===== src/rtl/booth_multiplier_seq.sv =====
// Sequential radix-2 Booth multiplier, 16x16 signed -> 32-bit signed product.
// One iteration per cycle through an external 16-bit adder-subtractor.
module booth_multiplier_seq (
  input  logic               clk,
  input  logic               rst,
  input  logic               start,
  input  logic signed [15:0] multiplicand,
  input  logic signed [15:0] multiplier,
  output logic               busy,
  output logic               done,
  output logic signed [31:0] product,
  output logic        [15:0] add_a,
  output logic        [15:0] add_b,
  output logic               add_sel,
  input  logic        [15:0] add_sum,
  input  logic               add_ovf
);

  typedef enum logic {IDLE, RUN} state_t;

  state_t             state, state_nxt;
  logic signed [15:0] acc;
  logic signed [15:0] m_reg;
  logic        [15:0] q_reg;
  logic               q_1;
  logic        [3:0]  cnt;

  logic        [15:0] new_hi;
  logic               shift_in;
  logic               do_op;
  logic               last;

  // Sign of the exact 17-bit partial sum; the adder's overflow flag recovers
  // the bit lost to its 16-bit width so 0x8000 operands stay exact.
  function automatic logic ext_sign(input logic [15:0] sum, input logic ovf,
                                    input logic [15:0] hold, input logic op);
    return op ? (sum[15] ^ ovf) : hold[15];
  endfunction

  assign add_a   = acc;
  assign add_b   = m_reg;
  assign add_sel = q_reg[0] & ~q_1;
  assign busy    = (state == RUN);

  always_comb begin
    do_op    = q_reg[0] ^ q_1;
    new_hi   = do_op ? add_sum : acc;
    shift_in = ext_sign(add_sum, add_ovf, acc, do_op);
    last     = (cnt == 4'd15);
  end

  always_comb begin
    state_nxt = state;
    case (state)
      IDLE:    if (start) state_nxt = RUN;
      RUN:     if (last)  state_nxt = IDLE;
      default: state_nxt = IDLE;
    endcase
  end

  always_ff @(posedge clk) begin
    if (rst) state <= IDLE;
    else     state <= state_nxt;
  end

  always_ff @(posedge clk) begin
    if (rst) begin
      acc     <= '0;
      m_reg   <= '0;
      q_reg   <= '0;
      q_1     <= 1'b0;
      cnt     <= '0;
      done    <= 1'b0;
      product <= '0;
    end else begin
      done <= 1'b0;
      case (state)
        IDLE: begin
          if (start) begin
            m_reg <= multiplicand;
            q_reg <= multiplier;
            acc   <= '0;
            q_1   <= 1'b0;
            cnt   <= '0;
          end
        end
        RUN: begin
          // Arithmetic shift right of {acc, q_reg, q_1} with the true sign.
          acc   <= {shift_in, new_hi[15:1]};
          q_reg <= {new_hi[0], q_reg[15:1]};
          q_1   <= q_reg[0];
          cnt   <= cnt + 4'd1;
          if (last) begin
            product <= {shift_in, new_hi, q_reg[15:1]};
            done    <= 1'b1;
          end
        end
        default: ;
      endcase
    end
  end

endmodule

===== config.mk =====
export PLATFORM = sky130hd
export DESIGN_NAME = booth_multiplier_seq
export DESIGN_NICKNAME = d
export VERILOG_FILES = /design/src/rtl/booth_multiplier_seq.sv
export SDC_FILE = /design/constraint.sdc
export NUM_CORES = 1
export LEC_CHECK = 0
export ABC_AREA = 1
export BUFFER_PORTS_ARGS = -buffer_cell sky130_fd_sc_hd__buf_2
export CORE_ASPECT_RATIO = 1.2
export CORE_UTILIZATION = 45
export CTS_CLUSTER_DIAMETER = 120
export DETAILED_ROUTE_END_ITERATION = 12
export PLACE_DENSITY = 0.77
export SLEW_MARGIN = 10
export SYNTH_ARGS = -nofsm -noshare
export SYNTH_HDL_FRONTEND = slang
export SYNTH_SLANG_ARGS = --single-unit

===== constraint.sdc =====
create_clock -name clk -period 1.2 [get_ports clk]
set_input_delay 0 -clock clk [delete_from_list [all_inputs] [get_ports clk]]
set_output_delay 0 -clock clk [all_outputs]
set_load 0.01 [all_outputs]

==> results of run 1 <==
## report_power, final
group          internal (mW)  leakage (nW)  switching (mW)  total [mW]
clock                   1.43         0.122            1.04        2.47
combinational          0.466          2.10           0.500       0.966
sequential              2.98         0.709          0.0791        3.06
total                   4.88          2.93            1.62        6.50
## Yosys cell counts (2+ instances only)
cell and number:
a21oi_1 21, a22oi_1 11, buf_1 3, buf_2 8
buf_4 4, buf_6 5, clkbuf_1 4, dfxtp_1 87
ha_1 2, inv_1 17, inv_2 2, inv_4 3
nand2_1 225, nand2_2 10, nand2_4 2, nand3_1 8
nor2_1 35, nor2_8 2, nor3_1 2, o21ai_0 10
o21ai_1 7
## stage by stage
stage / hold slack, ns / instance area, µm² / cells / utilization / power, mW
floorplan: 0.0793 / 3510 / 472 / - / 3.49
global placement: 0.234 / 4250 / 676 / 0.578 / 3.71
detailed placement: 0.243 / 4250 / 676 / 0.578 / 3.73
CTS: 0.137 / 5350 / 756 / 0.726 / 6.44
global route: 0.176 / 5600 / 763 / 0.760 / 6.75
finish: 0.180 / 5600 / 763 / 0.760 / 6.50
## metal layers
layer,up-vias,share of wire,wire length [µm]
li1,1857,-,-
met2,150,0.54,5970
met5,-,0,0
met1,1764,0.37,4150
met4,0,0.031,343
met3,28,0.061,681
## worst min-delay path by stage
stage                          from  depth (start not counted)         to
CTS                           start                          5   add_a[1]
floorplan                       rst                          1       busy
global route                  start                          5   add_a[1]
global placement    multiplicand[5]                          3   add_b[5]
finish                        start                          5  add_b[11]
detailed placement  multiplicand[5]                          3   add_b[5]
## critical path, cell delays in order (launching register included)
cell     delay, ns
dfxtp_2       0.35
inv_2         0.05
ha_4          0.35
buf_12        0.14
inv_8         0.04
nand2_4       0.06
nand3_2       0.13
nand3_2       0.11
a21oi_2       0.06
## repair_timing
item / CTS / global route
gates resized for setup: 63 / 45
gates cloned: 6 / 2
hold buffers: 50 / 0
setup endpoints to repair: 62 / 67
pin swaps: 29 / 25
endpoints found under the hold margin: 61 / 0
buffers inserted: 8 / 5
## logic make-up (layout without fill, tap and decap cells)
kind of cell,Yosys count,in the layout
simple gates,285,286
flops,87,87
compound gates,51,51
buf+inv,47,247
fa+ha+maj,2,2
## area by class of cell
| cell class | count | area [µm²] | area share |
|---|---|---|---|
| clock buffers | 10 | 138 | 0.0246 |
| clock inverters | 6 | 108 | 0.0192 |
| inverters | 22 | 113 | 0.0201 |
| flip-flops and latches | 87 | 1750 | 0.313 |
| multi-input cells | 339 | 1770 | 0.315 |
| repair buffers | 206 | 1580 | 0.283 |
| repair inverters | 3 | 28.8 | 0.00514 |
| well taps | 90 | 113 | 0.0201 |
==> impl_metrics.json, run 1 <==
{
  "antenna_left": 0,
  "hold_viol": 0,
  "powerDensity_nw_per_um2": 1160,
  "status": "finished with violations",
  "core_area_um2": 7360,
  "tritoncts": "yes",
  "initial_core_util": 0.473,
  "timing.rr.end": "add_a[15]",
  "fill_cells": 511,
  "worst_setup_path_end_kind": "flop",
  "fin_ws_ns": -0.199,
  "worst_slew_pin_slew_ns": 0.246,
  "synth_area_leaders": "dfxtp_1 (50%), nand2_1 (24%), nor2_1 (3.8%), a21oi_1 (3.0%), a22oi_1 (2.4%)",
  "grt_pass1_vias": 3670,
  "ys_ff_latch": 87,
  "yosysWarnings": 0,
  "crit_arrival_ns": 1.64,
  "path_clk_slew_ns": 0.08,
  "slew_headroom": 0.836,
  "synth_mux_area_frac": 0,
  "use_met2": 0.489,
  "insertion_delay_ns": 0.35,
  "violations": "setup timing",
  "dr.pass1.iters": 4,
  "ys_types": 25,
  "grt-busiest-layer": "met2",
  "setup.worst_path.start": "q_1",
  "syn_nets": 526,
  "timing.fmax_ghz": 0.715,
  "syn_area_per_cell_um2": 7.38,
  "cts-buffers-inserted": 9,
  "synth_ff_type": "dfxtp_1",
  "synth_compound_area_frac": 0.0840,
  "met3_usage": 0.0654,
  "synth_top_family_by_area": "simple AND/OR/NAND/NOR gates",
  "wl_um": 11200,
  "top_register": "product",
  "synth_edf_count": 0,
  "finalSetupTns_ns": -4.04,
  "clockBufferDepth": 2,
  "viasPerCell": 4.98,
  "syn_area_um2": 3480,
  "ys_seq_area_frac": 0.500,
  "hp-class": "input port to flop",
  "pin_count": 119,
  "grtUsageTotal": 0.269,
  "grt_overflow": 0,
  "rsz0062_at_grt": "true",
  "die_w_um": 82.3,
  "dp_hpwl_um": 5700,
  "setup_viol": 49,
  "endpoint": "add_a[15]",
  "fin_crit_sh": 1.17,
  "dp_slack_ns": -0.385,
  "port-buffer-count": 118,
  "cap_violations": 0,
  "yosysTopAreaCellShare": 0.500,
  "layout_min_cycle_time_ns": 1.40,
  "synthCells": 472,
  "post-route-drc-count": 0,
  "drive_above_1_share": 0.392,
  "placementRows": 34,
  "synth_top_area_cell": "dfxtp_1",
  "grt_use_met1": 0.291,
  "reg2reg_slack_ns": -0.20,
  "p_leak_nw": 2.93,
  "ys_async_sr_fraction": 0,
  "vias": 3799,
  "fp.dieH_um": 98.4,
  "first_iter_violations": 178,
  "worstSetupPathType": "flop to flop",
  "path_max_fanout": 6,
  "startpoint_type": "flop",
  "fin_skew_ns": 0.00745,
  "area_growth_pct": 60.6,
  "cts_root_buffer": "clkbuf_8",
  "finalMaxSlewViolations": 0,
  "cp.required_ns": 1.44,
  "grt_pass1_wl_um": 16500,
  "largest_register_ffs": 32,
  "htreeDepth": 3,
  "ir_drop_v": 0.000942,
  "synthXorXnorAreaFrac": 0,
  "grt_antenna_before_repair": 0,
  "place_congestion": 0.775,
  "nets": 722,
  "final_common_cell": "nand2_1",
  "rr_worst_depth": 8,
  "synth-simple-area-share": 0.334,
  "avgRoutedWirePerCell_um": 14.6,
  "layout_common_cells": "nand2_1 (172), buf_2 (118), dfxtp_1 (83)",
  "die-area_um2": 8100,
  "reg2reg_from": "q_1",
  "synthAdderAreaFrac": 0.00718,
  "clock_sinks": 87,
  "grt_max_degree": 33,
  "n_antenna_cell": 0
}
Power figures use the tool's default switching activity.
==> inputs of run 2 (changes only) <==
--- a/config.mk
+++ b/config.mk
@@ -12,6 +12,7 @@
 export CTS_CLUSTER_DIAMETER = 120
 export DETAILED_ROUTE_END_ITERATION = 12
 export PLACE_DENSITY = 0.77
+export RECOVER_POWER = 25
 export SLEW_MARGIN = 10
 export SYNTH_ARGS = -nofsm -noshare
 export SYNTH_HDL_FRONTEND = slang
==> impl_metrics.json, run 2 (synthesized netlist as in run 1, its figures left out) <==
{
  "pin_count": 119,
  "die-area_um2": 8100,
  "tritoncts": "yes",
  "hp-class": "input port to flop",
  "insertion_delay_ns": 0.35,
  "grtUsageTotal": 0.269,
  "first_iter_violations": 171,
  "clock_sinks": 87,
  "top_register": "product",
  "cpMostUsedCell": "nand3_2",
  "vias": 3834,
  "p_leak_nw": 2.84,
  "finalMaxSlewViolations": 0,
  "use_met2": 0.489,
  "viasPerCell": 5.02,
  "met3_usage": 0.0654,
  "path_max_fanout": 6,
  "grt_max_degree": 33,
  "multiInputGateArea_um2": 1770,
  "ir_drop_v": 0.000941,
  "grt_pass1_wl_um": 16500,
  "hold_viol": 0,
  "path_clk_slew_ns": 0.08,
  "worst_setup_path_end_kind": "flop",
  "grt_overflow": 0,
  "final_cell_area_um2": 5570,
  "grt_antenna_before_repair": 0,
  "initial_core_util": 0.473,
  "dp.cells": 676,
  "fill_cells": 521,
  "cap_violations": 0,
  "critPathSlowestCell": "dfxtp_2",
  "nets": 722,
  "placed_cell_area_um2": 4250,
  "slew_headroom": 0.835,
  "dr.pass1.iters": 5,
  "n_antenna_cell": 0,
  "startpoint_type": "flop",
  "fp.dieH_um": 98.4,
  "placementRows": 34,
  "fin_crit_sh": 1.16,
  "layout_min_cycle_time_ns": 1.39,
  "timing.fmax_ghz": 0.717,
  "avgRoutedWirePerCell_um": 14.7,
  "grt_pass1_vias": 3670,
  "rsz0062_at_grt": "true",
  "die_w_um": 82.3,
  "port-buffer-count": 118,
  "dp_hpwl_um": 5700,
  "antenna_left": 0,
  "fin_skew_ns": 0.00819,
  "crit_arrival_ns": 1.64,
  "htreeDepth": 3,
  "worst_slew_pin_slew_ns": 0.247,
  "largest_register_ffs": 32,
  "violations": "setup timing",
  "path_cells": "inv_2, ha_4, buf_12, inv_8, nand2_4, nand3_2, nand3_2, a21oi_2",
  "place_congestion": 0.775,
  "cp_num_buf_inv": 3,
  "core_area_um2": 7360,
  "drive_above_1_share": 0.358,
  "reg2reg_slack_ns": -0.19,
  "status": "finished with violations",
  "grt_use_met1": 0.291,
  "final_common_cell": "nand2_1",
  "slowest_delay_ns": 0.35,
  "clockBufferDepth": 2,
  "crit_family": "flip-flops",
  "fin_ws_ns": -0.195,
  "worstSetupPathType": "flop to flop",
  "setup_viol": 49,
  "post-route-drc-count": 0,
  "cts-buffers-inserted": 9,
  "cts_root_buffer": "clkbuf_8",
  "seq_area_um2": 1750,
  "powerDensity_nw_per_um2": 1170,
  "layout_common_cells": "nand2_1 (172), buf_2 (95), dfxtp_1 (83)",
  "grt-busiest-layer": "met2",
  "cp.required_ns": 1.44,
  "area_growth_pct": 59.8,
  "layoutNonFillerInstCount": 763,
  "wl_um": 11200
}
-- run 2: changes by cell type in the layout (fill, tap and decap cells not counted) --
cell and change:
buf_2 -23, clkbuf_1 +23
-- run 2: repair_timing --
| action | 4_1_cts | 5_1_grt |
|---|---|---|
| hold buffers | 50 | 0 |
| endpoints found under the setup margin | 62 | 67 |
| gates cloned | 6 | 2 |
| buffers inserted | 8 | 5 |
| gates resized for setup | 63 | 45 |
| hold endpoints to repair | 61 | 0 |
| pin swaps | 29 | 25 |
-- run 2: final timing paths --
kind	start	cells after the start	end
worst max-delay path	q_1	8	add_a[15]
worst min-delay path	start	5	add_b[11]
worst max register to register	q_1	8	add_a[15]
worst min register to register	product[15]	2	product[15]
-- run 2: layout make-up --
cell class / count / area share
Multi-Input combinational cell: 339 / 0.317
Sequential cell: 87 / 0.314
Timing Repair Buffer: 206 / 0.279
Clock buffer: 10 / 0.0247
Inverter: 22 / 0.0202
Tap cell: 90 / 0.0202
Clock inverter: 6 / 0.0193
Timing Repair inverter: 3 / 0.00517
-- run 2: power breakdown --
group / internal [mW] / switching [mW] / total, mW / leakage (nW)
clock: 1.43 / 1.04 / 2.48 / 0.122
sequential: 2.98 / 0.0801 / 3.06 / 0.709
combinational: 0.458 / 0.500 / 0.959 / 2.00
-- run 2: worst register-to-register path: stages (launching register included) --
cell     delay, ns
dfxtp_2       0.35
inv_2         0.05
ha_4          0.35
buf_12        0.14
inv_8         0.04
nand2_4       0.06
nand3_2       0.13
nand3_2       0.11
a21oi_2       0.06
-- run 2: routing by layer --
metal / share of wire / vias to the layer above
li1: - / 1859
met1: 0.37 / 1789
met2: 0.53 / 159
met3: 0.063 / 27
met4: 0.030 / 0
met5: 0 / -
-- run 2: metrics by stage --
step / setup TNS [ns] / hold slack (ns) / setup WS, ns / util / power (mW)
after floorplan: -0.805 / 0.0793 / -0.0703 / - / 3.49
after global placement: -10.97 / 0.234 / -0.307 / 0.578 / 3.71
after detailed placement: -13.40 / 0.243 / -0.385 / 0.578 / 3.73
after CTS: -4.57 / 0.137 / -0.155 / 0.726 / 6.44
after global routing: -6.45 / 0.176 / -0.210 / 0.757 / 6.75
final: -4.23 / 0.181 / -0.195 / 0.757 / 6.49
==> inputs of run 3 (changes only) <==
--- a/config.mk
+++ b/config.mk
@@ -8,10 +8,11 @@
 export ABC_AREA = 1
 export BUFFER_PORTS_ARGS = -buffer_cell sky130_fd_sc_hd__buf_2
 export CORE_ASPECT_RATIO = 1.2
-export CORE_UTILIZATION = 45
+export CORE_UTILIZATION = 47
+export CTS_BUF_LIST = sky130_fd_sc_hd__clkbuf_4
 export CTS_CLUSTER_DIAMETER = 120
 export DETAILED_ROUTE_END_ITERATION = 12
-export PLACE_DENSITY = 0.77
+export PLACE_DENSITY = 0.8
 export RECOVER_POWER = 25
 export SLEW_MARGIN = 10
 export SYNTH_ARGS = -nofsm -noshare
==> impl_metrics.json, run 3 (synthesized netlist as in run 1, its figures left out) <==
{
  "whs_ns": 0.354,
  "hold_viol": 0,
  "seqPwrFrac": 0.526,
  "dp_hpwl_um": 5840,
  "clockBufferDepth": 2,
  "final_core_util": 0.750,
  "fin_crit_sh": 1.08,
  "finalMaxSlewViolations": 0,
  "crit_arrival_ns": 1.60,
  "grt_max_degree": 33,
  "antenna_left": 0,
  "comb_power_share": 0.154,
  "nets": 706,
  "status": "finished with violations",
  "fill_cells": 533,
  "path_max_fanout": 18,
  "wl_um": 10200,
  "placementRows": 34,
  "core_area_um2": 7230,
  "grt_antenna_before_repair": 0,
  "die_w_um": 80.6,
  "timing.fmax_ghz": 0.770,
  "violations": "setup timing",
  "pin_count": 119,
  "startpoint_type": "flop",
  "fin_skew_ns": 0.0221,
  "hp-class": "input port to flop",
  "area_growth_pct": 55.7,
  "worst_slew_pin_slew_ns": 0.268,
  "grtUsageTotal": 0.255,
  "insertion_delay_ns": 0.42,
  "largest_register_ffs": 32,
  "tritoncts": "yes",
  "first_iter_violations": 149,
  "cts-buffers-inserted": 9,
  "swShare": 0.266,
  "rsz0062_at_grt": "true",
  "grt_overflow": 0,
  "path_clk_slew_ns": 0.14,
  "slew_headroom": 0.820,
  "layout_min_cycle_time_ns": 1.30,
  "port-buffer-count": 118,
  "grt_pass1_wl_um": 15200,
  "intPower_mw": 4.27,
  "vias": 3647,
  "place_congestion": 0.764,
  "power_frac_clock": 0.320,
  "layout_common_cells": "nand2_1 (164), buf_2 (92), dfxtp_1 (82)",
  "ir_drop_v": 0.000744,
  "setup_viol": 49,
  "post-route-drc-count": 0,
  "worst_setup_path_end_kind": "flop",
  "top_register": "product",
  "n_antenna_cell": 0,
  "powerDensity_nw_per_um2": 1070,
  "cts_root_buffer": "clkbuf_4",
  "avgRoutedWirePerCell_um": 13.7,
  "htreeDepth": 3,
  "finalSetupTns_ns": -2.79,
  "layoutNonFillerInstCount": 747,
  "p_switching_mw": 1.54,
  "dp.cells": 674,
  "cap_violations": 0,
  "die-area_um2": 7760,
  "viasPerCell": 4.88,
  "grt_pass1_vias": 3446,
  "initial_core_util": 0.482,
  "dr.pass1.iters": 4,
  "final_common_cell": "nand2_1",
  "drive_above_1_share": 0.359,
  "cp.required_ns": 1.50,
  "fp.dieH_um": 96.3,
  "clock_sinks": 87,
  "p_leak_nw": 2.71,
  "worstSetupPathType": "flop to flop",
  "fin_ws_ns": -0.0987
}
run 3: through the flow:
step	instance area (µm²)	total power [mW]	worst slack, ns
2_1_floorplan	3510	3.49	-0.0703
3_3_place_gp	4260	3.73	-0.0889
3_5_place_dp	4260	3.75	-0.165
4_1_cts	5180	5.76	-0.104
5_1_grt	5420	6.08	-0.155
6_report	5420	5.81	-0.0987
run 3: worst max-delay path: stages (launching register included):
cell,delay [ns]
dfxtp_2,0.36
inv_2,0.04
ha_4,0.33
clkinv_8,0.13
nand2_2,0.08
nand3_2,0.09
nand3_2,0.08
a21oi_1,0.05
run 3: worst paths after layout:
path	from	end	slack [ns]	cells after the start
setup reg to reg	q_1	add_a[15]	-0.1	7
setup / recovery	q_1	add_a[15]	-0.1	7
hold / removal	multiplicand[11]	add_b[11]	0.35	4
hold reg to reg	product[13]	product[13]	0.45	2
run 3: repair_timing:
| action | in CTS | in global routing |
|---|---|---|
| pin swaps | 39 | 24 |
| cloned | 2 | 1 |
| buffers inserted | 3 | 0 |
| hold endpoints to repair | 69 | 0 |
| gates resized for setup | 50 | 77 |
| endpoints found under the setup margin | 60 | 70 |
| hold buffers | 51 | 0 |
run 3: routing by layer:
metal	vias up	share of wire	GRT usage
met5	-	0	0
met2	123	0.53	0.481
met4	0	0.017	0.104
li1	1828	-	-
met3	15	0.052	0.0464
met1	1681	0.40	0.276
run 3: cell type report:
| type | instances | area [µm²] | area share |
|---|---|---|---|
| inverter | 22 | 110 | 0.0203 |
| tap | 90 | 113 | 0.0208 |
| clock inverter | 6 | 83.8 | 0.0155 |
| sequential | 87 | 1750 | 0.323 |
| clock buffer | 10 | 75.1 | 0.0138 |
| multi-input combinational | 338 | 1830 | 0.337 |
| timing repair buffer | 194 | 1470 | 0.270 |
run 3: power by group through the flow:
stage | Sequential [mW] | Clock (mW) | Combinational, mW
after floorplan | 3.12 | 0 | 0.367
after global placement | 3.10 | 0 | 0.626
after detailed placement | 3.10 | 0 | 0.647
after CTS | 3.05 | 1.89 | 0.819
after global routing | 3.07 | 2.03 | 0.983
final | 3.06 | 1.86 | 0.898
